$ cat config.mk
export PLATFORM = sky130hd
export DESIGN_NAME = conv_seq_ctrl_flat
export DESIGN_NICKNAME = d
export VERILOG_FILES = /design/src/rtl/conv_seq_ctrl_if.sv /design/src/rtl/conv_seq_ctrl.sv /design/src/flat_wrapper.sv
export SDC_FILE = /design/constraint.sdc
export NUM_CORES = 1
export LEC_CHECK = 0
export CORE_MARGIN = 4
export CORE_UTILIZATION = 40
export CTS_CLUSTER_DIAMETER = 50
export DETAILED_ROUTE_END_ITERATION = 10
export PLACE_DENSITY = 0.67
export SLEW_MARGIN = 20
export SYNTH_ARGS = -nofsm -noshare
export SYNTH_HDL_FRONTEND = slang
export SYNTH_SLANG_ARGS = --single-unit
export TNS_END_PERCENT = 20
$ cat constraint.sdc
create_clock -name i_clk -period 7.4 [get_ports i_clk]
set_clock_uncertainty 0.2 [all_clocks]
set_input_delay 1.11 -clock i_clk [delete_from_list [all_inputs] [get_ports i_clk]]
set_output_delay 1.11 -clock i_clk [all_outputs]
set_load 0.005 [all_outputs]
$ cat src/rtl/conv_seq_ctrl_if.sv
// Handshake bundle between the convolution sequencer and its datapath
// (weight loader, input FIFO, PE array, adder tree, output FIFO).
interface conv_seq_ctrl_if #(
    parameter int CNT_WIDTH = 16
);
    logic                 start;
    logic [CNT_WIDTH-1:0] num_windows;
    logic                 reload_w;
    logic                 weight_valid;
    logic                 wr_weight_en;
    logic                 wr_weight_done;
    logic                 in_tvalid;
    logic                 in_tready;
    logic                 pe_wr_dataIn_en;
    logic                 pe_array_done;
    logic                 adder_en;
    logic                 adder_done;
    logic                 out_tready;
    logic                 busy;
    logic                 done;
    logic [CNT_WIDTH-1:0] issued_cnt;
    logic                 err;

    modport master (
        input  start, num_windows, reload_w, weight_valid, wr_weight_done,
               in_tvalid, pe_array_done, adder_done, out_tready,
        output wr_weight_en, in_tready, pe_wr_dataIn_en, adder_en,
               busy, done, issued_cnt, err
    );

    modport slave (
        output start, num_windows, reload_w, weight_valid, wr_weight_done,
               in_tvalid, pe_array_done, adder_done, out_tready,
        input  wr_weight_en, in_tready, pe_wr_dataIn_en, adder_en,
               busy, done, issued_cnt, err
    );
endinterface

$ cat src/rtl/conv_seq_ctrl.sv
// Frame sequencer for the convolution datapath: weight load, credit-limited
// window issue and drain.
//   state    | meaning
//   S_IDLE   | waiting for start
//   S_LOAD_W | waiting for weight_valid, strobes wr_weight_en
//   S_WAIT_W | waiting for PE array weight load to finish
//   S_STREAM | popping windows while credits allow
//   S_DRAIN  | all windows issued, waiting for in-flight results
//   S_DONE   | one-cycle end-of-frame pulse
module conv_seq_ctrl #(
    parameter int CNT_WIDTH    = 16,
    parameter int MAX_INFLIGHT = 4
) (
    input  logic            i_clk,
    input  logic            i_rstn,
    conv_seq_ctrl_if.master io_seq
);
    localparam int             IW     = $clog2(MAX_INFLIGHT + 1);
    localparam logic [IW-1:0]  LP_MAX = IW'(MAX_INFLIGHT);

    typedef enum logic [2:0] {
        S_IDLE,
        S_LOAD_W,
        S_WAIT_W,
        S_STREAM,
        S_DRAIN,
        S_DONE
    } state_t;

    state_t               r_state;
    state_t               w_state_nxt;
    logic [CNT_WIDTH-1:0] r_num_windows;
    logic [CNT_WIDTH-1:0] r_issued_cnt;
    logic [IW-1:0]        r_inflight;
    logic                 r_w_loaded;
    logic                 r_err;
    logic                 r_adder_en;

    logic w_accept;
    logic w_in_tready;
    logic w_fire;
    logic w_last_fire;
    logic w_wr_weight_en;

    always_comb begin
        w_accept       = (r_state == S_IDLE) && io_seq.start;
        w_in_tready    = (r_state == S_STREAM) && (r_issued_cnt < r_num_windows)
                         && (r_inflight < LP_MAX) && io_seq.out_tready;
        w_fire         = w_in_tready && io_seq.in_tvalid;
        w_last_fire    = w_fire && ((r_issued_cnt + CNT_WIDTH'(1)) == r_num_windows);
        w_wr_weight_en = (r_state == S_LOAD_W) && io_seq.weight_valid;
    end

    always_comb begin
        w_state_nxt = r_state;
        case (r_state)
            S_IDLE: begin
                if (io_seq.start) begin
                    if (io_seq.reload_w || !r_w_loaded)
                        w_state_nxt = S_LOAD_W;
                    else if (io_seq.num_windows == '0)
                        w_state_nxt = S_DONE;
                    else
                        w_state_nxt = S_STREAM;
                end
            end
            S_LOAD_W: begin
                if (io_seq.weight_valid)
                    w_state_nxt = S_WAIT_W;
            end
            S_WAIT_W: begin
                if (io_seq.wr_weight_done)
                    w_state_nxt = (r_num_windows == '0) ? S_DONE : S_STREAM;
            end
            S_STREAM: begin
                if (w_last_fire)
                    w_state_nxt = S_DRAIN;
            end
            S_DRAIN: begin
                if (r_inflight == '0)
                    w_state_nxt = S_DONE;
            end
            S_DONE:  w_state_nxt = S_IDLE;
            default: w_state_nxt = S_IDLE;
        endcase
    end

    always_ff @(posedge i_clk) begin
        if (!i_rstn) begin
            r_state       <= S_IDLE;
            r_num_windows <= '0;
            r_issued_cnt  <= '0;
            r_inflight    <= '0;
            r_w_loaded    <= 1'b0;
            r_err         <= 1'b0;
            r_adder_en    <= 1'b0;
        end else begin
            r_state    <= w_state_nxt;
            r_adder_en <= io_seq.pe_array_done;

            if (w_accept) begin
                r_num_windows <= io_seq.num_windows;
                r_issued_cnt  <= '0;
            end else if (w_fire) begin
                r_issued_cnt  <= r_issued_cnt + CNT_WIDTH'(1);
            end

            // A return with nothing outstanding is flagged, never counted.
            if (w_accept)
                r_inflight <= '0;
            else if (w_fire && !io_seq.adder_done)
                r_inflight <= r_inflight + IW'(1);
            else if (!w_fire && io_seq.adder_done && (r_inflight != '0))
                r_inflight <= r_inflight - IW'(1);

            if (io_seq.adder_done && (r_inflight == '0))
                r_err <= 1'b1;
            else if (w_accept)
                r_err <= 1'b0;

            if ((r_state == S_WAIT_W) && io_seq.wr_weight_done)
                r_w_loaded <= 1'b1;
        end
    end

    assign io_seq.wr_weight_en    = w_wr_weight_en;
    assign io_seq.in_tready       = w_in_tready;
    assign io_seq.pe_wr_dataIn_en = w_fire;
    assign io_seq.adder_en        = r_adder_en;
    assign io_seq.busy            = (r_state != S_IDLE);
    assign io_seq.done            = (r_state == S_DONE);
    assign io_seq.issued_cnt      = r_issued_cnt;
    assign io_seq.err             = r_err;
endmodule

$ cat src/flat_wrapper.sv
// flat-port wrapper written by rule: the top's interface ports become plain ports
module conv_seq_ctrl_flat 
#(
    parameter int CNT_WIDTH    = 16,
    parameter int MAX_INFLIGHT = 4
)
  (i_clk, i_rstn, io_seq_start, io_seq_num_windows, io_seq_reload_w, io_seq_weight_valid, io_seq_wr_weight_done, io_seq_in_tvalid, io_seq_pe_array_done, io_seq_adder_done, io_seq_out_tready, io_seq_wr_weight_en, io_seq_in_tready, io_seq_pe_wr_dataIn_en, io_seq_adder_en, io_seq_busy, io_seq_done, io_seq_issued_cnt, io_seq_err);
  conv_seq_ctrl_if #(.CNT_WIDTH(CNT_WIDTH)) io_seq_i ();
  input  logic i_clk;
  input  logic i_rstn;
  input wire logic [$bits(io_seq_i.start)-1:0] io_seq_start;
  input wire logic [$bits(io_seq_i.num_windows)-1:0] io_seq_num_windows;
  input wire logic [$bits(io_seq_i.reload_w)-1:0] io_seq_reload_w;
  input wire logic [$bits(io_seq_i.weight_valid)-1:0] io_seq_weight_valid;
  input wire logic [$bits(io_seq_i.wr_weight_done)-1:0] io_seq_wr_weight_done;
  input wire logic [$bits(io_seq_i.in_tvalid)-1:0] io_seq_in_tvalid;
  input wire logic [$bits(io_seq_i.pe_array_done)-1:0] io_seq_pe_array_done;
  input wire logic [$bits(io_seq_i.adder_done)-1:0] io_seq_adder_done;
  input wire logic [$bits(io_seq_i.out_tready)-1:0] io_seq_out_tready;
  output wire logic [$bits(io_seq_i.wr_weight_en)-1:0] io_seq_wr_weight_en;
  output wire logic [$bits(io_seq_i.in_tready)-1:0] io_seq_in_tready;
  output wire logic [$bits(io_seq_i.pe_wr_dataIn_en)-1:0] io_seq_pe_wr_dataIn_en;
  output wire logic [$bits(io_seq_i.adder_en)-1:0] io_seq_adder_en;
  output wire logic [$bits(io_seq_i.busy)-1:0] io_seq_busy;
  output wire logic [$bits(io_seq_i.done)-1:0] io_seq_done;
  output wire logic [$bits(io_seq_i.issued_cnt)-1:0] io_seq_issued_cnt;
  output wire logic [$bits(io_seq_i.err)-1:0] io_seq_err;
  assign io_seq_i.start = io_seq_start;
  assign io_seq_i.num_windows = io_seq_num_windows;
  assign io_seq_i.reload_w = io_seq_reload_w;
  assign io_seq_i.weight_valid = io_seq_weight_valid;
  assign io_seq_i.wr_weight_done = io_seq_wr_weight_done;
  assign io_seq_i.in_tvalid = io_seq_in_tvalid;
  assign io_seq_i.pe_array_done = io_seq_pe_array_done;
  assign io_seq_i.adder_done = io_seq_adder_done;
  assign io_seq_i.out_tready = io_seq_out_tready;
  assign io_seq_wr_weight_en = io_seq_i.wr_weight_en;
  assign io_seq_in_tready = io_seq_i.in_tready;
  assign io_seq_pe_wr_dataIn_en = io_seq_i.pe_wr_dataIn_en;
  assign io_seq_adder_en = io_seq_i.adder_en;
  assign io_seq_busy = io_seq_i.busy;
  assign io_seq_done = io_seq_i.done;
  assign io_seq_issued_cnt = io_seq_i.issued_cnt;
  assign io_seq_err = io_seq_i.err;
  conv_seq_ctrl #(.CNT_WIDTH(CNT_WIDTH), .MAX_INFLIGHT(MAX_INFLIGHT)) u_core (.i_clk(i_clk), .i_rstn(i_rstn), .io_seq(io_seq_i));
endmodule
[Yosys cells after proc, flatten, opt, wreduce, memory -nomap -nowiden]
Index checks and enable logic that the tools add are counted.
Storage, ports and cells
  register bits after elaboration: 41
  bits of input ports: 26
  word-level logic and storage cells: 63
Cells by class
  multiplexer cells: 13
  eq/ne operators: 11
  $add $sub $neg: 3
  bitwise gates (word level): 1
  $lt $le $gt $ge: 2
  reduce and logical (&&, ||, !) cells: 26
Operators by type and width (number)
  logical NOT 16 bit: 2
  2-to-1 mux 3 bit: 10
  adder 16 x 1 -> 16 bit, second input constant: 1
  == test 16 bit: 1
  < comparator 16 bit: 1
  one-hot mux 3 bit (5 select lines): 1
  logical AND 1 bit: 12
  == test 3 x 2 -> 1 bit, second input constant: 2
  == test 3 bit, second input constant: 2
  logical NOT 3 bit: 2
  inequality test 2 bit, second input constant: 3
  nonzero test 3 bit: 2
  AND reduction 5 bit: 1
  inequality test 2 x 1 -> 1 bit, second input constant: 2
  nonzero test 2 bit: 2
  adder 3 x 1 -> 3 bit, second input constant: 1
  == test 3 x 1 -> 1 bit, second input constant: 1
  logical NOT 1 bit: 3
  < comparator 3 bit, second input constant: 1
  subtractor 3 x 1 -> 3 bit, second input constant: 1
  2-to-1 mux 1 bit: 2
  OR reduction 2 bit: 1
  logical OR 1 bit: 1
  inverter 1 bit: 1

[Longest topological paths before layout]
Gate-level depths: netlist of run 1.
  word-level depth: 10
  depth in mapped cells: 11
  mapped depth without buffers: 10

[Worst setup path after synthesis of run 1]
OpenSTA, ideal clock, no wires.
  kind: in2out
  from: input port io_seq_out_tready
  to: output port io_seq_pe_wr_dataIn_en
  arrival time: 1961 ps
  buffers on the path: 1
  cell stages on the path: 6
  required time: 6090 ps
  setup slack: 4129 ps
  cells stage by stage: nand2_1 a211oi_1 and2_1 clkbuf_1 nand2_1 inv_1
Between the ends
  word-level cells in the longest chain between the ends: 2
Ends and longest elaborated chain
  from (decl): line flat_wrapper.sv:19  | input wire logic [$bits(io_seq_i.out_tready)-1:0] io_seq_out_tready;
  logical AND 1 bit: line conv_seq_ctrl.sv:48  | && (r_inflight < LP_MAX) && io_seq.out_tready;
  logical AND 1 bit: line conv_seq_ctrl.sv:49  | w_fire = w_in_tready && io_seq.in_tvalid;
  to (decl): line flat_wrapper.sv:22  | output wire logic [$bits(io_seq_i.pe_wr_dataIn_en)-1:0] io_seq_pe_wr_dataIn_en;
Every way passes these cells.

[Worst setup path after layout of run 1]
Same ends and word-level chain as after synthesis.

==> results of run 1 <==
[area by class of cell]
cell class	instances	share of cell area (%)
Multi-Input combinational cell	275	53.4
Sequential cell	41	23.9
Timing Repair Buffer	49	14.2
Tap cell	96	3.49
Inverter	23	2.51
Clock buffer	6	2.11
Clock inverter	2	0.437
[cells by family (layout without fill, tap and decap cells)]
family                   Yosys count  count (layout)  share of synthesized area, %
adder cells (fa/ha/maj)           18              18                          8.23
multiplexers                       5               5                          1.77
AND/OR/NAND/NOR                  155             155                          28.3
AO/OA/AOI/OAI                     63              63                          16.1
buffers and inverters             40              80                          5.98
flip-flops                        41              41                          29.0
XOR/XNOR                          34              34                          10.5
[critical path, stage by stage]
cell and delay [ns]:
clkdlybuf4s50_1 0.46, nand2_1 0.05, a211oi_1 0.25, and2_1 0.30, nand2_1 0.16, inv_1 0.18
clkdlybuf4s50_1 0.53
[report_power, final]
part           leakage (nW)  internal (mW)  total [mW]  switching, mW
clock network        0.0374         0.0667       0.155         0.0883
logic                 0.854          0.121       0.275          0.154
registers             0.334          0.246       0.286         0.0394
[cells in the final DEF, fill, tap and decap left out, types with 10 or more instances in the layout]
master	n
nor4_1	12
xor2_1	11
ha_1	17
clkdlybuf4s50_1	48
nand2_1	51
nor3_1	10
nand3_1	17
inv_1	23
nor2_1	22
a21boi_0	15
o21ai_0	10
xnor2_1	23
dfxtp_1	41
[through the flow]
stage               util, %  cell area (um^2)
finish                 50.3              3440
global route           50.3              3440
CTS                    50.3              3440
detailed placement     49.1              3350
global placement       49.1              3350
floorplan                 -              2830
[routing by layer]
metal	up-vias	routed length (um)	GRT usage, %	part of all wire, %
met1	1212	3210	23.0	44
li1	1335	-	-	-
met3	11	445	3.61	6.1
met5	-	0	0	0
met4	0	123	5.57	1.7
met2	75	3520	30.6	48
[worst paths after layout]
check / from / end / slack [ns] / cells after the start
max: io_seq_out_tready / io_seq_pe_wr_dataIn_en / 3.07 / 7
min: u_core.r_num_windows[0] / u_core.r_num_windows[0] / 0.30 / 2
max reg2reg: u_core.io_seq.issued_cnt[5] / u_core.r_inflight[1] / 4.31 / 9
min reg2reg: u_core.r_num_windows[0] / u_core.r_num_windows[0] / 0.30 / 2
[registers in the layout, summed over array words and instances, names as in the netlist]
signal	cells
u_core.io_seq.adder_en	1
u_core.r_num_windows	16
u_core.io_seq.err	1
u_core.r_state	3
u_core.r_inflight	3
u_core.r_w_loaded	1
u_core.io_seq.issued_cnt	16
==> metrics.json, run 1 <==
{
  "timing.setup.critical_path_class": {"value": "primary input to output port"},
  "wl_per_cell": {"value": 14.8, "unit": "um"},
  "detailedRoute.firstPassIterationCount": {"value": 5},
  "synth_top_flop_cell": {"value": "dfxtp_1"},
  "report.final.hold_viol_count": {"value": 0},
  "postLayoutSetupSlackWorst": {"value": 3.07, "unit": "ns"},
  "post_cts_hold_buffer_count": {"value": 0},
  "globalplace.congestion": {"value": 0.912},
  "rsz0062_at_grt": {"value": "no"},
  "leakagePower": {"value": 1.23, "unit": "nW"},
  "placedCellCount": {"value": 484},
  "worst_setup_path_end_kind": {"value": "output port"},
  "netlist.area_leader.share": {"value": 29.0, "unit": "%"},
  "pin_count_of_the_biggest_net_entering_global_routing": {"value": 25},
  "critPathRequiredTime": {"value": 6.09, "unit": "ns"},
  "place_ws": {"value": 3.05, "unit": "ns"},
  "synth.yosys.seq_area_share": {"value": 29.0, "unit": "%"},
  "post-route-drc-count": {"value": 0},
  "design.die.area": {"value": 8480, "unit": "um^2"},
  "grt_util_all_layers": {"value": 18.0, "unit": "%"},
  "report.final.setup_viol": {"value": 0},
  "postSynthAreaPerCell": {"value": 7.94, "unit": "um^2"},
  "routed-via-count": {"value": 2633},
  "layout.area.seq": {"value": 821, "unit": "um^2"},
  "antenna-diode-count": {"value": 0},
  "flops_latches_synth": {"value": 41},
  "hold_class": {"value": "register to register"},
  "postRouteAntennaNets": {"value": 0},
  "synth.area.top_cells": {"value": "dfxtp_1 29%, ha_1 7.5%, xnor2_1 7.1%"},
  "floorplan.initialDensity": {"value": 41.4, "unit": "%"},
  "startpoint_type": {"value": "primary input"},
  "antenna_found_initial": {"value": 0},
  "multi_input_comb_area": {"value": 1840, "unit": "um^2"},
  "timing.setup.tns": {"value": 0, "unit": "ns"},
  "post-layout-total-power": {"value": 0.716, "unit": "mW"},
  "critPathArrivalTime": {"value": 3.02, "unit": "ns"},
  "area_added_between_synthesis_and_finish": {"value": 21.7, "unit": "%"},
  "final_min_period_over_clock_period": {"value": 58.6, "unit": "%"},
  "global_route.overflow_total": {"value": 0},
  "run_status": {"value": "complete, no violations"},
  "die_h": {"value": 92.1, "unit": "um"},
  "core-area": {"value": 6830, "unit": "um^2"},
  "nNetsFinal": {"value": 439},
  "worst-slew-pin-transition": {"value": 0.996, "unit": "ns"},
  "cts_setup_buffers": {"value": 0},
  "maxcap_violations": {"value": 0},
  "slew_headroom": {"value": 33.2, "unit": "%"},
  "layout.filler_cells": {"value": 704},
  "design.portCount": {"value": 49},
  "routed_via_density": {"value": 5.35},
  "count_of_flip_flops_with_a_built_in_enable_after_synthesis": {"value": 0},
  "finalCriticalPeriod": {"value": 4.33, "unit": "ns"},
  "chipWidth": {"value": 92.1, "unit": "um"},
  "netlist_top_cells_count": {"value": "51 x nand2_1, 41 x dfxtp_1, 23 x inv_1, 23 x xnor2_1, 22 x nor2_1"},
  "mappedNetlistArea": {"value": 2830, "unit": "um^2"},
  "syn_nets": {"value": 400},
  "instances_no_fill": {"value": 492},
  "detailedPlacementHpwl": {"value": 5.75, "unit": "mm"},
  "grt_first_pass_wirelength": {"value": 12.4, "unit": "mm"},
  "detailed_route_iter0_violations": {"value": 149},
  "yosysTopAreaCell": {"value": "dfxtp_1"},
  "tritoncts.num_buffers": {"value": 5},
  "vdd_drop_max": {"value": 0.000147, "unit": "V"},
  "netlist_instances": {"value": 356},
  "asyncSetResetFlopFracSynth": {"value": 0, "unit": "%"},
  "critical_path_peak_fanout": {"value": 6},
  "vias_in_the_first_global_route": {"value": 2532},
  "hold_ws": {"value": 0.303, "unit": "ns"},
  "max_clock_freq": {"value": 0.231, "unit": "GHz"},
  "cts.sinks": {"value": 41},
  "detail_route.wirelength": {"value": 7.31, "unit": "mm"},
  "clkLatencyLatePin": {"value": 0.30, "unit": "ns"},
  "clk_pin_slew_worst_paths": {"value": 0.09, "unit": "ns"},
  "tritoncts": {"value": "built"},
  "drv_slew": {"value": 0},
  "synth_warnings": {"value": 0},
  "post-synth-top-count-cell": {"value": "nand2_1"},
  "htree_num_levels": {"value": 2},
  "cts_resized": {"value": 0},
  "cts_max_path_buffers": {"value": 2},
  "placement_rows": {"value": 30},
  "ctsRootBufferMaster": {"value": "clkbuf_8"},
  "synth.distinct_cells": {"value": 55},
  "io_buf_count": {"value": 48},
  "drive_gt1_share": {"value": 4.29, "unit": "%"},
  "cellPowerDensity": {"value": 208, "unit": "nW/um^2"}
}
Power figures use the tool's default switching activity.
==> run 2, diff against run 1 <==
==> constraint.sdc (replaced) <==
create_clock -name i_clk -period 4.2 [get_ports i_clk]
set_clock_uncertainty 0.2 [all_clocks]
set_input_delay 0.63 -clock i_clk [delete_from_list [all_inputs] [get_ports i_clk]]
set_output_delay 0.63 -clock i_clk [all_outputs]
set_load 0.005 [all_outputs]
==> metrics.json, run 2 (synthesized netlist as in run 1, its figures left out) <==
{
  "timing.setup.tns": {"value": 0, "unit": "ns", "change": "unchanged"},
  "routed-via-count": {"value": 2674, "change": "+1.6%"},
  "final_min_period_over_clock_period": {"value": 88.7, "unit": "%"},
  "clkLatencyLatePin": {"value": 0.30, "unit": "ns", "change": "about the same"},
  "chipWidth": {"value": 92.1, "unit": "um", "change": "unchanged"},
  "grt_first_pass_wirelength": {"value": 12.4, "unit": "mm", "change": "+0.11%"},
  "wl_per_cell": {"value": 14.7, "unit": "um", "change": "-1.0%"},
  "antenna-diode-count": {"value": 0, "change": "unchanged"},
  "io_buf_count": {"value": 48, "change": "unchanged"},
  "postLayoutSetupSlackWorst": {"value": 0.476, "unit": "ns", "change": "-2.59 ns"},
  "post-layout-total-power": {"value": 1.26, "unit": "mW", "change": "+76%"},
  "critical_path_peak_fanout": {"value": 6, "change": "unchanged"},
  "timing.setup.critical_path_class": {"value": "register to output port"},
  "postRouteAntennaNets": {"value": 0, "change": "unchanged"},
  "floorplan.initialDensity": {"value": 41.4, "unit": "%", "change": "unchanged"},
  "placedCellCount": {"value": 487, "change": "+0.62%"},
  "cp-startpoint": {"value": "u_core.r_num_windows[13]"},
  "cts_max_path_buffers": {"value": 2, "change": "unchanged"},
  "run_status": {"value": "complete, no violations"},
  "finalCriticalPeriod": {"value": 3.72, "unit": "ns"},
  "layout.filler_cells": {"value": 672, "change": "-4.5%"},
  "rsz0062_at_grt": {"value": "no"},
  "core-area": {"value": 6830, "unit": "um^2", "change": "unchanged"},
  "post_cts_hold_buffer_count": {"value": 0, "change": "unchanged"},
  "max_clock_freq": {"value": 0.269, "unit": "GHz"},
  "area_added_between_synthesis_and_finish": {"value": 22.5, "unit": "%"},
  "mostFrequentLayoutCell": {"value": "nand2_1"},
  "maxcap_violations": {"value": 0, "change": "unchanged"},
  "detail_route.wirelength": {"value": 7.27, "unit": "mm", "change": "-0.42%"},
  "post-route-drc-count": {"value": 0, "change": "unchanged"},
  "detailed_route_iter0_violations": {"value": 133, "change": "-11%"},
  "tritoncts.num_buffers": {"value": 5, "change": "unchanged"},
  "hold_class": {"value": "register to register"},
  "critPathArrivalTime": {"value": 2.89, "unit": "ns", "change": "-0.13 ns"},
  "htree_num_levels": {"value": 2, "change": "unchanged"},
  "detailedRoute.firstPassIterationCount": {"value": 4, "change": "-1"},
  "cts_setup_buffers": {"value": 0, "change": "unchanged"},
  "grt_util_all_layers": {"value": 17.9, "unit": "%", "change": "-0.12 points"},
  "worst-slew-pin-transition": {"value": 0.933, "unit": "ns", "change": "-0.0637 ns"},
  "design.die.area": {"value": 8480, "unit": "um^2", "change": "unchanged"},
  "finished_core_util": {"value": 50.7, "unit": "%", "change": "+0.33 points"},
  "worst-r2r-setup-slack": {"value": 1.15, "unit": "ns", "change": "-3.16 ns"},
  "tritoncts": {"value": "built"},
  "cts_resized": {"value": 0, "change": "unchanged"},
  "startpoint_type": {"value": "register"},
  "cellPowerDensity": {"value": 364, "unit": "nW/um^2", "change": "+75%"},
  "cp-endpoint": {"value": "io_seq_pe_wr_dataIn_en"},
  "leakagePower": {"value": 1.24, "unit": "nW", "change": "+1.1%"},
  "vdd_drop_max": {"value": 0.000222, "unit": "V", "change": "+51%"},
  "r2r.worst_path.cells": {"value": 10, "change": "+1"},
  "detailedPlacementHpwl": {"value": 5.71, "unit": "mm", "change": "-0.71%"},
  "placement_rows": {"value": 30, "change": "unchanged"},
  "layout.area.seq": {"value": 821, "unit": "um^2", "change": "unchanged"},
  "vias_in_the_first_global_route": {"value": 2574, "change": "+1.7%"},
  "worst_r2r_startpoint": {"value": "u_core.r_num_windows[13]"},
  "most_frequent_cells_in_the_layout": {"value": "51 x nand2_1, 48 x clkdlybuf4s50_1, 41 x dfxtp_1"},
  "cts.sinks": {"value": 41, "change": "unchanged"},
  "rr_endpoint": {"value": "u_core.r_inflight[2]"},
  "nNetsFinal": {"value": 442, "change": "+0.68%"},
  "design.portCount": {"value": 49, "change": "unchanged"},
  "globalplace.congestion": {"value": 0.929, "change": "+1.9%"},
  "critPathRequiredTime": {"value": 3.37, "unit": "ns", "change": "-2.72 ns"},
  "pin_count_of_the_biggest_net_entering_global_routing": {"value": 24, "change": "-4.0%"},
  "worst_setup_path_end_kind": {"value": "output port"},
  "global_route.overflow_total": {"value": 0, "change": "unchanged"},
  "report.final.setup_viol": {"value": 0, "change": "unchanged"},
  "multi_input_comb_area": {"value": 1840, "unit": "um^2", "change": "unchanged"},
  "place_ws": {"value": 0.796, "unit": "ns", "change": "-2.25 ns"},
  "drv_slew": {"value": 0, "change": "unchanged"},
  "drive_gt1_share": {"value": 5.01, "unit": "%", "change": "+0.72 points"},
  "ctsRootBufferMaster": {"value": "clkbuf_8"},
  "instances_no_fill": {"value": 495, "change": "+0.61%"},
  "report.final.hold_viol_count": {"value": 0, "change": "unchanged"},
  "routed_via_density": {"value": 5.40, "change": "+0.94%"},
  "slew_headroom": {"value": 37.4, "unit": "%", "change": "+4.3 points"},
  "die_h": {"value": 92.1, "unit": "um", "change": "unchanged"},
  "clk_pin_slew_worst_paths": {"value": 0.08, "unit": "ns", "change": "about the same"},
  "antenna_found_initial": {"value": 0, "change": "unchanged"}
}
-- run 2: layer usage --
layer	GRT usage [%]	routed length [um]	vias to the layer above	share of wire, %
li1	-	-	1350	-
met1	22.7	3240	1232	45
met2	30.7	3490	79	48
met3	4.02	448	13	6.2
met4	4.58	93	0	1.3
met5	0	0	-	0
-- run 2: layout make-up --
type	count	share of cell area, %
multi-input combinational	275	53.1
timing repair buffer	52	14.7
sequential	41	23.7
clock inverter	2	0.434
clock buffer	6	2.10
inverter	23	2.49
tap	96	3.47
-- run 2: through the flow --
stage               hold slack, ns  cell area, um^2
floorplan                    0.258             2830
global placement             0.282             3370
finish                       0.306             3460
global route                 0.341             3460
CTS                          0.308             3460
detailed placement           0.296             3370
-- run 2: worst min path at each step --
stage	startpoint	end	slack (ns)	depth (start not counted)
2_1_floorplan	u_core.r_num_windows[7]	u_core.r_num_windows[7]	0.26	2
3_3_place_gp	u_core.r_num_windows[0]	u_core.r_num_windows[0]	0.28	2
3_5_place_dp	u_core.r_num_windows[7]	u_core.r_num_windows[7]	0.30	2
4_1_cts	u_core.r_num_windows[7]	u_core.r_num_windows[7]	0.31	2
5_1_grt	u_core.r_num_windows[7]	u_core.r_num_windows[7]	0.34	2
6_report	u_core.r_num_windows[7]	u_core.r_num_windows[7]	0.31	2
-- run 2: where the power goes --
group / total (mW) / internal, mW / switching, mW
Sequential: 0.504 / 0.434 / 0.0704
Clock: 0.266 / 0.117 / 0.149
Combinational: 0.489 / 0.222 / 0.267
Total: 1.26 / 0.773 / 0.486
-- run 2: critical path, stage by stage, from the launching register on --
cell and delay, ns:
dfxtp_1 0.41, inv_1 0.08, ha_1 0.29, a21o_1 0.16, a21o_1 0.17, a211oi_1 0.33, and2_1 0.30, nand2_1 0.15
inv_1 0.18, clkdlybuf4s50_1 0.53
